[src/rtl/cordic_host_pkg.sv]
// Shared types and width defaults for the CORDIC host bridge.
package cordic_host_pkg;

  localparam int ANGLE_W_DEF = 24;
  localparam int DATA_W_DEF  = 32;

  // One CORDIC result as buffered: cos in the upper half, sin in the lower.
  typedef struct packed {
    logic [DATA_W_DEF-1:0] cos;
    logic [DATA_W_DEF-1:0] sin;
  } pair_t;

  // Which half of the head pair is currently presented downstream.
  typedef enum logic {
    PH_COS = 1'b0,
    PH_SIN = 1'b1
  } phase_t;

endpackage

[src/rtl/cordic_host_fifo.sv]
// Show-ahead result-pair FIFO: head is valid the cycle after it is written.
// A push while full is accepted when a pop happens in the same cycle.
module cordic_host_fifo #(
  parameter int DEPTH = 8,
  parameter int WIDTH = 64
) (
  input  logic                         clk,
  input  logic                         rst,
  input  logic                         push,
  input  logic [WIDTH-1:0]             push_data,
  input  logic                         pop,
  output logic [WIDTH-1:0]             head,
  output logic [$clog2(DEPTH+1)-1:0]   count,
  output logic                         full,
  output logic                         empty
);

  localparam int CW = $clog2(DEPTH + 1);
  localparam int PW = $clog2(DEPTH);

  logic [WIDTH-1:0] mem [DEPTH];
  logic [PW-1:0]    wr_ptr;
  logic [PW-1:0]    rd_ptr;
  logic             push_ok;
  logic             pop_ok;

  assign full    = (count == CW'(DEPTH));
  assign empty   = (count == '0);
  assign pop_ok  = pop & ~empty;
  assign push_ok = push & (~full | pop_ok);
  assign head    = mem[rd_ptr];

  // Pointers and occupancy; power-of-two depth lets pointers wrap naturally.
  always_ff @(posedge clk or posedge rst) begin
    if (rst) begin
      wr_ptr <= '0;
      rd_ptr <= '0;
      count  <= '0;
    end else begin
      if (push_ok) wr_ptr <= wr_ptr + 1'b1;
      if (pop_ok)  rd_ptr <= rd_ptr + 1'b1;
      count <= count + CW'(push_ok) - CW'(pop_ok);
    end
  end

  // Storage array, written only on accepted pushes.
  always_ff @(posedge clk) begin
    if (push_ok) mem[wr_ptr] <= push_data;
  end

endmodule

[src/rtl/cordic_host_bridge.sv]
// Host bridge: issues angles to the CORDIC under credit control, buffers
// the unthrottled cos/sin results and serializes them as cos,sin words.
// Optional popped-pair counter: define CORDIC_HOST_COUNT_EN.
module cordic_host_bridge
  import cordic_host_pkg::*;
#(
  parameter int DEPTH   = 8,
  parameter int ANGLE_W = ANGLE_W_DEF,
  parameter int DATA_W  = DATA_W_DEF
) (
  input  logic               iClk,
  input  logic               iReset,
  input  logic               iAngle_valid,
  input  logic [ANGLE_W-1:0] iAngle,
  output logic               oAngle_ready,
  output logic               oCordic_valid,
  output logic [ANGLE_W-1:0] oCordic_data,
  input  logic               iCordic_ready,
  input  logic               iResult_valid,
  input  logic [DATA_W-1:0]  iResult_cos,
  input  logic [DATA_W-1:0]  iResult_sin,
  output logic               oWord_valid,
  output logic [DATA_W-1:0]  oWord,
  output logic               oWord_last,
  input  logic               iWord_ready,
  output logic               oError,
  output logic [31:0]        oResult_count
);

  localparam int CW = $clog2(DEPTH + 1);

  logic [CW-1:0]       count;
  logic [CW-1:0]       inflight;
  logic [CW-1:0]       credit;
  logic                credit_ok;
  logic                issue;
  logic                result_dec;
  logic                fifo_full;
  logic                fifo_empty;
  logic                pop;
  logic [2*DATA_W-1:0] head;
  phase_t              phase;
  phase_t              phase_next;

  // Every slot is either buffered, reserved for an in-flight angle, or free.
  assign credit        = CW'(DEPTH) - count - inflight;
  assign credit_ok     = (credit != '0);
  assign oCordic_valid = iAngle_valid & credit_ok;
  assign oCordic_data  = iAngle;
  assign oAngle_ready  = iCordic_ready & credit_ok;
  assign issue         = oCordic_valid & iCordic_ready;
  assign result_dec    = iResult_valid & (inflight != '0);

  // In-flight angle count; an issue and a result in one cycle cancel.
  always_ff @(posedge iClk or posedge iReset) begin
    if (iReset) begin
      inflight <= '0;
    end else if (issue && !result_dec) begin
      inflight <= inflight + 1'b1;
    end else if (!issue && result_dec) begin
      inflight <= inflight - 1'b1;
    end
  end

  // Sticky error: unsolicited result, or a result dropped for lack of space.
  always_ff @(posedge iClk or posedge iReset) begin
    if (iReset) begin
      oError <= 1'b0;
    end else if (iResult_valid && ((inflight == '0) || (fifo_full && !pop))) begin
      oError <= 1'b1;
    end
  end

  cordic_host_fifo #(
    .DEPTH (DEPTH),
    .WIDTH (2 * DATA_W)
  ) u_fifo (
    .clk       (iClk),
    .rst       (iReset),
    .push      (iResult_valid),
    .push_data ({iResult_cos, iResult_sin}),
    .pop       (pop),
    .head      (head),
    .count     (count),
    .full      (fifo_full),
    .empty     (fifo_empty)
  );

  // Serializer phase register.
  always_ff @(posedge iClk or posedge iReset) begin
    if (iReset) begin
      phase <= PH_COS;
    end else begin
      phase <= phase_next;
    end
  end

  // Serializer outputs and next phase; EMPTY is simply an empty FIFO.
  always_comb begin
    phase_next  = phase;
    oWord_valid = ~fifo_empty;
    oWord_last  = 1'b0;
    oWord       = '0;
    pop         = 1'b0;
    if (!fifo_empty) begin
      case (phase)
        PH_COS: begin
          oWord = head[2*DATA_W-1:DATA_W];
          if (iWord_ready) phase_next = PH_SIN;
        end
        PH_SIN: begin
          oWord      = head[DATA_W-1:0];
          oWord_last = 1'b1;
          if (iWord_ready) begin
            pop        = 1'b1;
            phase_next = PH_COS;
          end
        end
        default: phase_next = PH_COS;
      endcase
    end
  end

`ifdef CORDIC_HOST_COUNT_EN
  // Popped-pair counter, wraps naturally at 32 bits.
  always_ff @(posedge iClk or posedge iReset) begin
    if (iReset) begin
      oResult_count <= '0;
    end else if (pop) begin
      oResult_count <= oResult_count + 32'd1;
    end
  end
`else
  assign oResult_count = '0;
`endif

endmodule

[config.mk]
export PLATFORM = sky130hd
export DESIGN_NAME = cordic_host_bridge
export DESIGN_NICKNAME = d
export VERILOG_FILES = /design/src/rtl/cordic_host_pkg.sv /design/src/rtl/cordic_host_fifo.sv /design/src/rtl/cordic_host_bridge.sv
export SDC_FILE = /design/constraint.sdc
export NUM_CORES = 1
export LEC_CHECK = 0
export BUFFER_PORTS_ARGS = -buffer_cell sky130_fd_sc_hd__buf_4
export CORE_AREA = 2 2 254 156
export DETAILED_ROUTE_END_ITERATION = 8
export DIE_AREA = 0 0 256 158
export PLACE_DENSITY_LB_ADDON = 0.12
export SYNTH_ARGS = -nofsm -noshare
export SYNTH_HDL_FRONTEND = slang
export SYNTH_SLANG_ARGS = --single-unit
[constraint.sdc]
create_clock -name iClk -period 15.05 [get_ports iClk]
set_input_delay 0.7525 -clock iClk [delete_from_list [all_inputs] [get_ports iClk]]
set_output_delay 0.7525 -clock iClk [all_outputs]
set_load 0.01 [all_outputs]
==> impl_metrics.json <==
{
  "synth-seq-area-share": 0.763,
  "setup-violations-final": 0,
  "ctsRootBufferMaster": "clkbuf_16",
  "synth_area_leader_cell": "edfxtp_1",
  "finalSetupTns_ns": 0,
  "worst-r2r-setup-slack_ns": 10.86,
  "async_flop_share": 0.0303,
  "synth_xor_area_frac": 0.00466,
  "hold_class": "primary input to asynchronous set/reset pin",
  "ir_drop_v": 0.000131,
  "path_cells": "buf_4 -> buf_4 -> mux4_2 -> a22oi_1 -> nand2_1 -> buf_4",
  "postCtsResizedCells": 0,
  "p_int_mw": 3.26,
  "routedWlPerCell_um": 24.6,
  "cp-endpoint": "oWord[21]",
  "busiest_layer": "met1",
  "die_x_um": 256,
  "use_met1": 0.307,
  "fin_worst_skew_ns": 0.0128,
  "dp_slack_ns": 10.33,
  "rsz0062_at_grt": "false",
  "initialDrtViolationCount": 740,
  "coreArea_mm2": 0.0383,
  "ant_nets": 0,
  "rows": 56,
  "antenna_found_initial": 0,
  "fin_crit_sh": 0.340,
  "ys_ff_latch": 528,
  "grt_max_degree": 74,
  "timing.slew.headroom": 0.295,
  "vias_per_cell": 5.77,
  "crit_fanout": 49,
  "synth_top_family_by_area": "multiplexers",
  "ios": 187,
  "post_cts_buffers": 0,
  "crit_slowest_cell": "dfrtp_4",
  "r2r_cells": 15,
  "hpwl_mm": 20.8,
  "worst_slew_pin_slew_ns": 1.06,
  "finalCriticalPeriod_ns": 5.12,
  "synthTopCellsByArea": "edfxtp_1 74%, mux4_2 14%, buf_4 2.3%",
  "syn_area_per_cell_um2": 21.7,
  "hold_violations": 0,
  "drc": 0,
  "finalPower_mw": 4.61,
  "comb_power_share": 0.296,
  "required_ns": 14.30,
  "p_seq_frac": 0.431,
  "criticalPathCategory": "flip-flop to primary output",
  "startpoint": "u_fifo.rd_ptr[0]",
  "synth_fa_ha_area_frac": 0.0126,
  "first_pass_iters": 5,
  "port-buffer-count": 106,
  "power_per_cell_area_mw_per_mm2": 197,
  "h-tree-depth": 2,
  "gp_congestion": 0.695,
  "outcome": "finished, final reports clean",
  "synth_compound_gate_area_share": 0.0272,
  "r2r_start": "u_fifo.count[1]",
  "finalMaxSlewViolations": 0,
  "p_leak_nw": 7.79,
  "maxCapViolCount": 0,
  "place_area_mm2": 0.0218,
  "use_met3": 0.0365,
  "yosys.area_share.simple": 0.0159,
  "gr-total-overflow": 0,
  "start_util": 0.540,
  "cp.arrival_ns": 4.37,
  "fin_nets": 1172,
  "cts.sinks": 528,
  "synth_edf_count": 512,
  "met2_usage": 0.306,
  "cts_hold_buf": 0,
  "grt_pass1_wl_mm": 59.8,
  "net-switching-power_mw": 1.35,
  "p_clk_frac": 0.273,
  "ys_types": 38,
  "fin_util": 0.611,
  "synth_top_area_frac": 0.743,
  "grt_pass1_vias": 9619,
  "synthMuxAreaShare": 0.141,
  "yosysWarnings": 0,
  "synth_area_mm2": 0.0207,
  "die_h_um": 158,
  "clkLatencyLatePin_ns": 0.56,
  "totalWireLength_mm": 39.8,
  "end_kind": "primary output",
  "p_sw_frac": 0.293,
  "drive_gt1_frac": 0.312,
  "postSynthCellCount": 954,
  "ys.flop_type": "edfxtp_1",
  "cp-start-kind": "flip-flop",
  "clock.fmax_mhz": 195,
  "finalInstanceArea_mm2": 0.0234,
  "vias": 9326,
  "cts_made_buffers": 47,
  "r2r-end": "inflight[3]",
  "fin_ws_ns": 9.93,
  "path_clk_slew_ns": 0.07,
  "clock_path_buffers": 3,
  "cts_tree": "built",
  "synthTopCellsByCount": "512 x edfxtp_1, 128 x mux4_2, 64 x buf_4",
  "crit_path_frequent_cell": "buf_4",
  "die-area_mm2": 0.0404,
  "yosysMostFrequentCell": "edfxtp_1",
  "track_usage": 0.200,
  "syn_to_final_growth_pct": 13.3,
  "worst_path_largest_cell_delay_ns": 0.90
}
==> area by class of cell <==
class | instances | area (um^2)
antenna | 1 | 2.50
clock buffer | 58 | 1270
clock inverter | 25 | 357
fill | 2686 | 14900
inverter | 18 | 67.6
multi-input combinational | 340 | 4370
sequential | 528 | 15800
tap | 522 | 653
timing repair buffer | 124 | 931
==> per-layer routing <==
metal	wire length, um	share of wire
met3	2350	0.059
met4	622	0.016
met1	17900	0.45
met5	0	0
met2	18900	0.47
==> worst min path at each step <==
stage                     start  slack (ns)               end  cells after the start
5_1_grt                  iReset        0.35  u_fifo.wr_ptr[1]                      2
3_5_place_dp             oError        0.46            oError                      1
2_1_floorplan  u_fifo.wr_ptr[0]        0.48  u_fifo.wr_ptr[0]                      1
6_report                 iReset        0.30  u_fifo.wr_ptr[1]                      2
3_3_place_gp             oError        0.45            oError                      1
4_1_cts                  iReset        0.31  u_fifo.rd_ptr[1]                      2
==> flip-flops by register name, summed over array words and instances, names as in the netlist <==
register	flops
inflight	4
oError	1
phase	1
u_fifo.count	4
u_fifo.mem	512
u_fifo.rd_ptr	3
u_fifo.wr_ptr	3
==> power by group through the flow <==
stage          combinational, mW  clock [mW]  sequential [mW]
2_1_floorplan              0.998           0             1.95
3_3_place_gp                1.39           0             2.02
3_5_place_dp                1.40           0             2.02
4_1_cts                     1.40        1.29             1.99
5_1_grt                     1.50        1.35             2.01
6_report                    1.37        1.26             1.99
==> critical path: cells and delay by family (launching register included) <==
| kind | cells | cell delay, ns |
|---|---|---|
| AOI/OAI and AO/OA | 1 | 0.31 |
| buffers and inverters | 3 | 1.87 |
| muxes | 1 | 0.60 |
| and+or+nand+nor | 1 | 0.10 |
| DFF | 1 | 0.90 |
==> per-stage QoR <==
stage               hold WS, ns  cells
CTS                       0.315   1615
global route              0.354   1615
floorplan                 0.480    985
finish                    0.298   1616
global placement          0.447   1532
detailed placement        0.460   1532
==> layout by cell type, fill, tap and decap left out, types with 2 or more instances in the layout <==
| master | netlist | final |
|---|---|---|
| edfxtp_1 | 512 | 512 |
| mux4_2 | 128 | 128 |
| buf_4 | 64 | 124 |
| a22oi_1 | 62 | 62 |
| clkbuf_16 | 0 | 49 |
| nand2_1 | 41 | 41 |
| conb_1 | 1 | 32 |
| inv_1 | 17 | 17 |
| ha_1 | 16 | 16 |
| dfrtp_1 | 16 | 14 |
| xnor2_1 | 9 | 9 |
| bufinv_16 | 0 | 9 |
| clkbuf_1 | 13 | 8 |
| nor2_4 | 0 | 6 |
| clkinv_1 | 0 | 6 |
| clkinv_2 | 0 | 6 |
| nand2b_1 | 4 | 4 |
| nor2_1 | 9 | 3 |
| mux2_2 | 3 | 3 |
| a21o_1 | 3 | 3 |
| and2_1 | 3 | 3 |
| nor3_2 | 0 | 3 |
| fa_1 | 3 | 3 |
| xor2_1 | 2 | 2 |
| o21ai_0 | 2 | 2 |
| a21oi_1 | 2 | 2 |
| nor3b_2 | 0 | 2 |
| or4_1 | 2 | 2 |
| nand3_1 | 2 | 2 |
| inv_6 | 0 | 2 |
| dfrtp_4 | 0 | 2 |
==> cell families (layout without fill, tap and decap cells) <==
kind of cell | count (synthesis) | count (layout)
muxes | 132 | 132
DFF | 528 | 528
buffers and inverters | 117 | 225
adders and majority gates | 19 | 19
other | 1 | 33
AOI/OAI and AO/OA | 75 | 75
and+or+nand+nor | 71 | 71
xor gates and xnor gates | 11 | 11
Note: power is estimated with default switching activity, not from simulation.
